### src/rtl/dma_pkg.sv
// Shared DMA definitions: datapath width, FSM state encoding, length/strobe helpers.
// Latency: n/a (types, constants and pure functions only).
// Backpressure: n/a.
package dma_pkg;

  localparam int DMA_DATA_W = 128;
  localparam int DMA_BYTES  = DMA_DATA_W / 8;

  typedef enum logic [1:0] {
    S_IDLE  = 2'd0,
    S_RUN   = 2'd1,
    S_FLUSH = 2'd2,
    S_DONE  = 2'd3
  } dma_state_t;

  // Number of unit-sized beats needed to cover num bytes (33 bits so 2^32-1 cannot overflow).
  function automatic logic [32:0] ceil_div(input logic [31:0] num, input logic [31:0] unit);
    logic [32:0] n33;
    logic [32:0] u33;
    n33 = {1'b0, num};
    u33 = {1'b0, unit};
    return (n33 + u33 - 33'd1) / u33;
  endfunction

  // Byte lane enable for the tail beat: rem==0 means the tail beat is full.
  function automatic logic lane_en(input logic [31:0] lane, input logic [31:0] rem);
    return (rem == 32'd0) || (lane < rem);
  endfunction

endpackage

### src/rtl/s2mm_stream_writer.sv
// S2MM writer: AXI-Stream slave that commits 128-bit beats into BRAM starting at out_base.
// Latency: beat accepted at edge T is written (bram_we) in cycle T+1; done rises in T+2.
// Backpressure: tready is registered, high only while a transfer wants beats; no internal buffering.
// Optional macro S2MM_TLAST_CHECK_EN enables TLAST mismatch detection (s2mm_err, FLUSH state).
module s2mm_stream_writer
  import dma_pkg::*;
#(
  parameter int ADDR_W = 8,
  parameter int DATA_W = DMA_DATA_W
) (
  input  logic                clk,
  input  logic                rstn,
  input  logic                go_s2mm,
  input  logic [31:0]         byte_len,
  input  logic [ADDR_W-1:0]   out_base,
  input  logic [DATA_W-1:0]   s_axis_tdata,
  input  logic                s_axis_tvalid,
  input  logic                s_axis_tlast,
  output logic                s_axis_tready,
  output logic                bram_we,
  output logic [DATA_W/8-1:0] bram_wstrb,
  output logic [ADDR_W-1:0]   bram_addr,
  output logic [DATA_W-1:0]   bram_wdata,
  output logic                s2mm_busy,
  output logic                s2mm_done,
  output logic                s2mm_err
);

  localparam int BYTES = DATA_W / 8;

  dma_state_t          r_state;
  dma_state_t          w_state_nxt;
  logic                r_tready;
  logic                w_tready_nxt;
  logic                r_we;
  logic [BYTES-1:0]    r_wstrb;
  logic [ADDR_W-1:0]   r_addr;
  logic [ADDR_W-1:0]   r_base;
  logic [DATA_W-1:0]   r_wdata;
  logic                r_done;
  logic                r_last;      // last beat written this cycle, completion due next edge
  logic [32:0]         r_beats;
  logic [32:0]         r_idx;
  logic [31:0]         r_rem;

  logic [32:0]         w_go_beats;
  logic [31:0]         w_go_rem;
  logic                w_accept;
  logic                w_final;
  logic                w_wr;
  logic                w_start;
  logic                w_done_set;
  logic                w_last_set;
  logic [BYTES-1:0]    w_tail_strb;

`ifdef S2MM_TLAST_CHECK_EN
  logic                r_err;
  logic                w_err_set;
`else
  logic                w_unused_tlast;
  assign w_unused_tlast = s_axis_tlast;
`endif

  assign w_go_beats = ceil_div(byte_len, 32'(BYTES));
  assign w_go_rem   = byte_len % 32'(BYTES);
  assign w_accept   = s_axis_tvalid & r_tready;
  assign w_final    = (r_idx == r_beats - 33'd1);
  assign w_wr       = w_accept & (r_state == S_RUN);

  // Byte enables for the final beat of the transfer (all ones when length is a whole number of beats).
  always_comb begin
    w_tail_strb = '0;
    for (int i = 0; i < BYTES; i++) begin
      w_tail_strb[i] = lane_en(32'(i), r_rem);
    end
  end

  // Next-state and control decode; go is only honoured from IDLE/DONE.
  always_comb begin
    w_state_nxt  = r_state;
    w_tready_nxt = r_tready;
    w_start      = 1'b0;
    w_done_set   = 1'b0;
    w_last_set   = 1'b0;
`ifdef S2MM_TLAST_CHECK_EN
    w_err_set    = 1'b0;
`endif
    case (r_state)
      S_IDLE, S_DONE: begin
        if (go_s2mm) begin
          w_start = 1'b1;
          if (w_go_beats == 33'd0) begin
            w_state_nxt = S_DONE;
            w_done_set  = 1'b1;
          end else begin
            w_state_nxt  = S_RUN;
            w_tready_nxt = 1'b1;
          end
        end
      end
      S_RUN: begin
        if (r_last) begin
          w_state_nxt = S_DONE;
          w_done_set  = 1'b1;
        end else if (w_accept) begin
`ifdef S2MM_TLAST_CHECK_EN
          if (w_final && s_axis_tlast) begin
            w_tready_nxt = 1'b0;
            w_last_set   = 1'b1;
          end else if (w_final) begin
            // Sender has not closed the packet: keep draining until TLAST shows up.
            w_state_nxt = S_FLUSH;
            w_err_set   = 1'b1;
          end else if (s_axis_tlast) begin
            // Early end of packet: commit this beat and finish short.
            w_tready_nxt = 1'b0;
            w_last_set   = 1'b1;
            w_err_set    = 1'b1;
          end
`else
          if (w_final) begin
            w_tready_nxt = 1'b0;
            w_last_set   = 1'b1;
          end
`endif
        end
      end
      S_FLUSH: begin
`ifdef S2MM_TLAST_CHECK_EN
        if (w_accept && s_axis_tlast) begin
          w_tready_nxt = 1'b0;
          w_state_nxt  = S_DONE;
          w_done_set   = 1'b1;
        end
`else
        w_state_nxt = S_IDLE;
`endif
      end
      default: w_state_nxt = S_IDLE;
    endcase
  end

  // FSM state register.
  always_ff @(posedge clk or negedge rstn) begin
    if (!rstn) begin
      r_state <= S_IDLE;
    end else begin
      r_state <= w_state_nxt;
    end
  end

  // Transfer parameters, beat counter, write register and status flags.
  always_ff @(posedge clk or negedge rstn) begin
    if (!rstn) begin
      r_tready <= 1'b0;
      r_we     <= 1'b0;
      r_wstrb  <= '0;
      r_addr   <= '0;
      r_wdata  <= '0;
      r_base   <= '0;
      r_done   <= 1'b0;
      r_last   <= 1'b0;
      r_beats  <= '0;
      r_idx    <= '0;
      r_rem    <= '0;
    end else begin
      r_tready <= w_tready_nxt;
      r_we     <= 1'b0;
      if (w_start) begin
        r_beats <= w_go_beats;
        r_rem   <= w_go_rem;
        r_base  <= out_base;
        r_idx   <= '0;
        r_last  <= 1'b0;
        r_done  <= w_done_set;
      end else begin
        r_last <= w_last_set;
        if (w_done_set) begin
          r_done <= 1'b1;
        end
      end
      if (w_wr) begin
        r_we    <= 1'b1;
        r_addr  <= r_base + r_idx[ADDR_W-1:0];
        r_wdata <= s_axis_tdata;
        r_wstrb <= w_final ? w_tail_strb : '1;
        r_idx   <= r_idx + 33'd1;
      end
    end
  end

`ifdef S2MM_TLAST_CHECK_EN
  // Sticky TLAST mismatch flag, cleared when a new transfer starts.
  always_ff @(posedge clk or negedge rstn) begin
    if (!rstn) begin
      r_err <= 1'b0;
    end else if (w_start) begin
      r_err <= 1'b0;
    end else if (w_err_set) begin
      r_err <= 1'b1;
    end
  end
  assign s2mm_err = r_err;
`else
  assign s2mm_err = 1'b0;
`endif

  assign s_axis_tready = r_tready;
  assign bram_we       = r_we;
  assign bram_wstrb    = r_wstrb;
  assign bram_addr     = r_addr;
  assign bram_wdata    = r_wdata;
  assign s2mm_done     = r_done;
  assign s2mm_busy     = (r_state == S_RUN) || (r_state == S_FLUSH);

endmodule

### config.mk
export PLATFORM = sky130hd
export DESIGN_NAME = s2mm_stream_writer
export DESIGN_NICKNAME = d
export VERILOG_FILES = /design/src/rtl/dma_pkg.sv /design/src/rtl/s2mm_stream_writer.sv
export SDC_FILE = /design/constraint.sdc
export NUM_CORES = 1
export LEC_CHECK = 0
export ABC_CLOCK_PERIOD_IN_PS = 5300
export CELL_PAD_IN_SITES_DETAIL_PLACEMENT = 0
export CELL_PAD_IN_SITES_GLOBAL_PLACEMENT = 2
export CORE_AREA = 2 2 198 200
export DETAILED_ROUTE_END_ITERATION = 10
export DIE_AREA = 0 0 200 202
export HOLD_SLACK_MARGIN = 0.03
export PLACE_DENSITY = 0.91
export SKIP_LAST_GASP = 1
export SYNTH_ARGS = -nofsm -noshare
export SYNTH_HDL_FRONTEND = slang
export SYNTH_SLANG_ARGS = --single-unit
### constraint.sdc
create_clock -name clk -period 5.3 [get_ports clk]
set_input_delay 1.06 -clock clk [delete_from_list [all_inputs] [get_ports clk]]
set_output_delay 1.06 -clock clk [all_outputs]
set_load 0.1 [all_outputs]
== Yosys cells after proc, flatten, opt, wreduce, memory -nomap -nowiden ==
Cells that the tools add are included.

* Logic and storage cells: 98
* Bits in registers: 232
* Output and inout bits: 157
* Bits of input ports: 173

* Magnitude comparators: 16
* Equality and inequality tests: 10
* Muxes and demuxes: 27
* Reductions and logical operators: 26
* Bitwise gates (word level): 2
* Add/subtract/negate cells: 5

{| class="wikitable"
|+ Operators with widths
! cell !! number
|-
| $mux W33 || 2
|-
| $add A32 B5 Y33 const B || 1
|-
| $add A33 B1 Y33 const B || 1
|-
| $eq A33 B33 Y1 || 1
|-
| $logic_not A33 Y1 || 1
|-
| $sub A33 B1 Y33 const B || 1
|-
| $logic_not A32 Y1 || 1
|-
| $lt A4 B4 Y1 const A || 8
|-
| $sub A29 B1 Y30 const B || 1
|-
| $mux W1 || 18
|-
| $logic_or A1 B1 Y1 || 17
|-
| $lt A3 B4 Y1 const A || 4
|-
| $mux W16 || 1
|-
| $ne A2 B2 Y1 const B || 6
|-
| $add A8 B8 Y8 || 1
|-
| $lt A1 B4 Y1 const A || 2
|-
| $lt A2 B4 Y1 const A || 2
|-
| $mux W2 || 3
|-
| $pmux W2 S3 || 1
|-
| $reduce_and A6 Y1 || 1
|-
| $reduce_bool A2 Y1 || 3
|-
| $eq A2 B2 Y1 const B || 2
|-
| $pmux W1 S2 || 2
|-
| $and A1 B1 Y1 || 2
|-
| 4 further kinds || 4
|}

== Depth between registers and ports, before layout ==
* Word-level depth: 8
* Mapped depth: 12
* Mapped depth without buffers: 10

== Worst setup path before layout ==
No wires, ideal clock.

* Path kind: input to register
* Start: input byte_len[2]
* End: register r_tready (netlist: s_axis_tready)
* Path slack: 2.090 ns
* Stages on the path: 9
* Setup time: 0.156 ns
* Required time: 5.144 ns
* Arrival time: 3.055 ns
* Path through: or4_1 -> clkbuf_1 -> nand2b_1 -> nor3_1 -> or4_1 -> a211oi_1 -> a211oi_1 -> nor3_1 -> o2bb2ai_1

* Cells in the longest elaborated chain, start to end: 5

{| class="wikitable"
|+ RTL lines
! what !! line !! source
|-
| start, declared || s2mm_stream_writer.sv:14 || <nowiki>input logic [31:0] byte_len,</nowiki>
|-
| $add A32 B5 Y33 || dma_pkg.sv:22 || <nowiki>return (n33 + u33 - 33'd1) / u33;</nowiki>
|-
| $sub A33 B1 Y33 || dma_pkg.sv:22 ||
|-
| $logic_not A33 Y1 || s2mm_stream_writer.sv:92 || <nowiki>if (w_go_beats == 33'd0) begin</nowiki>
|-
| $ne A2 B2 Y1 (no source line) || - ||
|-
| $reduce_and A6 Y1 (no source line) || - ||
|-
| end signal, assigned || s2mm_stream_writer.sv:167 || <nowiki>r_tready <= w_tready_nxt;</nowiki>
|-
| end, declared || s2mm_stream_writer.sv:33 || <nowiki>logic r_tready;</nowiki>
|}

No other way between the ends.
A chain may end at the register's enable or synchronous reset.

== Worst setup path in the final report ==
* Start: register r_beats[0]
* End: register r_wstrb[3] (netlist: bram_wstrb[3])

* Cells in the longest elaborated chain, start to end: 3

{| class="wikitable"
|+ RTL lines
! what !! line !! source
|-
| start, declared || s2mm_stream_writer.sv:42 || <nowiki>logic [32:0] r_beats;</nowiki>
|-
| start signal, assigned || s2mm_stream_writer.sv:170 || <nowiki>r_beats <= w_go_beats;</nowiki>
|-
| $sub A29 B1 Y30 || s2mm_stream_writer.sv:67 || <nowiki>assign w_final = (r_idx == r_beats - 33'd1);</nowiki>
|-
| $eq A33 B33 Y1 || s2mm_stream_writer.sv:67 ||
|-
| $mux W16 || s2mm_stream_writer.sv:186 || <nowiki>r_wstrb <= w_final ? w_tail_strb : '1;</nowiki>
|-
| end signal, assigned || s2mm_stream_writer.sv:186 ||
|-
| end, declared || s2mm_stream_writer.sv:36 || <nowiki>logic [BYTES-1:0] r_wstrb;</nowiki>
|}

No other way between the ends.

==> impl_metrics.tcl <==
set metrics [dict create \
    die_w_um 200 \
    antenna_found_initial 1 \
    dp_slack_ns 1.04 \
    num_vias 10100 \
    grt_max_degree 96 \
    grtUsageMet2_pct 26.9 \
    synth-seq-cells 232 \
    synth-compound-area-share_pct 9.12 \
    rrSetupSlack_ns 1.44 \
    place_hpwl_um 24800 \
    dr.pass1.iters 4 \
    slew_violations 0 \
    fp.dieH_um 202 \
    met1_usage_pct 20.3 \
    worstPathRequired_ns 5.70 \
    arrival_ns 4.26 \
    start_util_pct 29.7 \
    synthArstFlopShare_pct 100 \
    synth_edf_count 0 \
    synth_area_um2 11400 \
    dieArea_um2 40400 \
    synth-xor-area-share_pct 5.69 \
    worst-setup-path-type "reg -> reg" \
    worst_setup_path_end_kind "register" \
    drt_iter0_markers 492 \
    synth_seq_area_share_pct 51.0 \
    status "completed" \
    n_fill_cell 3838 \
    postSynthCellCount 1308 \
    postRouteAntennaNets 0 \
    worst_slack_ns 1.44 \
    first_global_vias 9699 \
    cts_root_buffer "clkbuf_16" \
    cp_slowest_cell "nor4_2" \
    period_share_pct 72.8 \
    postCtsSetupBuffers 0 \
    synth_adder_area_share_pct 1.50 \
    routed_wl_um 33900 \
    min_path_type "in -> async" \
    grt_pass1_wl_um 52400 \
    cts_buffers 29 \
    fin_nets 1790 \
    crit_start "r_beats[0]$_DFFE_PN0P_" \
    synth-simple-area-share_pct 27.5 \
    cts_sinks 232 \
    synth.area.mux_share_pct 2.00 \
    cp_num_buf_inv 1 \
    gp_congestion 0.893 \
    fin_util_pct 42.0 \
    ys.flop_type "dfrtp_1" \
    crit_path_max_fanout 11 \
    timing.rr.end "bram_wstrb[3]$_DFFE_PN0P_" \
    r2r-start "r_beats[0]$_DFFE_PN0P_" \
    crit_chain "inv_1 > ha_1 > nor3b_1 > nand4_1 > o21ai_0 > o21ai_0 > nor4_1 > nand4_1 > nor4_2 > a31oi_1" \
    yosysWarningCount 0 \
    endpoint "bram_wstrb[3]$_DFFE_PN0P_" \
    setup_viol 0 \
    drive_above_1_share_pct 5.29 \
    avgSynthCellArea_um2 8.70 \
    rsz0062_at_grt "false" \
    pin_count 330 \
    max_cap_viol_count 0 \
    core_area_um2 38300 \
    htree_num_levels 1 \
    rows 72 \
    synthDistinctLibCells 67 \
    cts.path.max_buffers 3 \
    cpPeakStageDelay_ns 0.94 \
    seq_area_um2 5810 \
    layout_commonest_cell "nand2_1" \
    tightest_slew_ns 1.10 \
    layout_common_cells "nand2_1 (486), clkdlybuf4s50_1 (325), dfrtp_1 (232)" \
    synth_top_family_by_area "simple AND/OR/NAND/NOR gates" \
    slew_headroom_pct 26.6 \
    clkLatencyLatePin_ns 0.57 \
    grt_util_all_layers_pct 16.2 \
    globalRouteOverflowTotal 0 \
    max_freq_ghz 0.259 \
    tns_ns 0 \
    viasPerCell 4.70 \
    synth_fp_nets 1494 \
    wl_per_cell_um 15.8 \
    worst-path-stages 10 \
    grtUsageMet3_pct 3.39 \
    cts.clk_slew.worst_paths_ns 0.06 \
    finClkSkew_ns 0.0137 \
    drcViolationCount 0 \
    portBuffers 327 \
    area_growth_pct 41.4 \
    multiInputGateArea_um2 5230 \
    reg2reg_depth 10 \
    cts_hold_buf 0 \
    start_kind "register" \
    busiest_layer "met2" \
    cts-resized-gates 0 \
    hold_viol 0 \
    period_needed_ns 3.86 \
    cts_tree "done" \
    crit_family "simple AND/OR/NAND/NOR gates" \
]
## flip-flops by register name, indices dropped and copies added (netlist names)
register and cells:
r_state 2, bram_wdata 128, s2mm_done 1, r_beats 29, r_rem 4, bram_wstrb 16, bram_addr 8, r_last 1
bram_we 1, r_base 8, s_axis_tready 1, r_idx 33
## cell usage after synthesis, types with 3 or more instances
cell type / n / area [um^2]
nand2_1: 487 / 1830
dfrtp_1: 232 / 5810
o21ai_0: 74 / 370
clkbuf_1: 56 / 210
nor2_1: 56 / 210
xnor2_1: 42 / 368
nand3_1: 39 / 195
xor2_1: 32 / 280
nor3_1: 23 / 115
nor4_1: 23 / 144
inv_1: 19 / 71.3
nand4_1: 17 / 106
a21oi_1: 15 / 75.1
a31oi_1: 15 / 93.8
o31ai_1: 15 / 113
mux2_2: 14 / 158
and3_1: 13 / 81.3
ha_1: 12 / 150
o211ai_1: 11 / 82.6
buf_1: 8 / 30.0
nand2b_1: 8 / 50.1
and4_1: 7 / 61.3
mux2i_1: 7 / 70.1
or4_1: 7 / 52.6
a21o_1: 6 / 45.0
or3_1: 5 / 31.3
a211oi_1: 4 / 30.0
a2111oi_0: 3 / 26.3
nand4b_1: 3 / 26.3
nor2b_1: 3 / 18.8
nor4_2: 3 / 37.5
o2111ai_1: 3 / 26.3
or4_4: 3 / 33.8
## cells by family (layout without fill, tap and decap cells)
group	count (synthesis)	in the layout
flip-flops	232	232
buffers and inverters	89	407
AO/OA/AOI/OAI	165	165
AND/OR/NAND/NOR	713	713
adder cells (fa/ha/maj)	13	13
multiplexers	21	21
XOR/XNOR	74	74
other	1	3
## through the flow
| step | area [um^2] | hold slack (ns) | instances |
|---|---|---|---|
| 5_1_grt | 16100 | 0.488 | 2145 |
| 3_3_place_gp | 15100 | 0.451 | 2091 |
| 2_1_floorplan | 11400 | 0.476 | 1308 |
| 3_5_place_dp | 15100 | 0.461 | 2091 |
| 4_1_cts | 16100 | 0.476 | 2144 |
| 6_report | 16100 | 0.469 | 2146 |
## worst min-delay path by stage
stage               slack, ns                    endpoint  cells past startpoint                       start
floorplan                0.48       r_idx[32]$_DFFE_PN0P_                      1       r_idx[32]$_DFFE_PN0P_
global placement         0.45   bram_wstrb[0]$_DFFE_PN0P_                      1   bram_wstrb[0]$_DFFE_PN0P_
detailed placement       0.46  bram_wdata[40]$_DFFE_PN0P_                      2  bram_wdata[40]$_DFFE_PN0P_
CTS                      0.48  bram_wdata[20]$_DFFE_PN0P_                      2  bram_wdata[20]$_DFFE_PN0P_
global route             0.49  bram_wdata[35]$_DFFE_PN0P_                      2  bram_wdata[35]$_DFFE_PN0P_
finish                   0.47       r_idx[26]$_DFFE_PN0P_                      1                        rstn
## routing by layer
| layer | routed length, um | up-vias |
|---|---|---|
| met3 | 2450 | 63 |
| met1 | 14500 | 4713 |
| met5 | 0 | - |
| li1 | - | 5008 |
| met2 | 15600 | 307 |
| met4 | 1330 | 0 |
## worst reg2reg max path, cell delays in order (launching register included)
cell and delay (ns):
dfrtp_1 0.44, inv_1 0.08, ha_1 0.20, nor3b_1 0.40, nand4_1 0.41, o21ai_0 0.34
o21ai_0 0.13, nor4_1 0.24, nand4_1 0.33, nor4_2 0.94, a31oi_1 0.18
## area by class of cell
cell class | count | share of cell area (%)
clock inverter | 12 | 1.03
clock buffer | 41 | 5.10
antenna | 2 | 0.0311
sequential | 232 | 36.1
multi-input combinational | 987 | 32.5
timing repair buffer | 335 | 20.8
inverter | 19 | 0.459
tap | 518 | 4.03
Power is not shown: default switching activity piles up to over one toggle a cycle in this logic, so the estimate is an artifact.
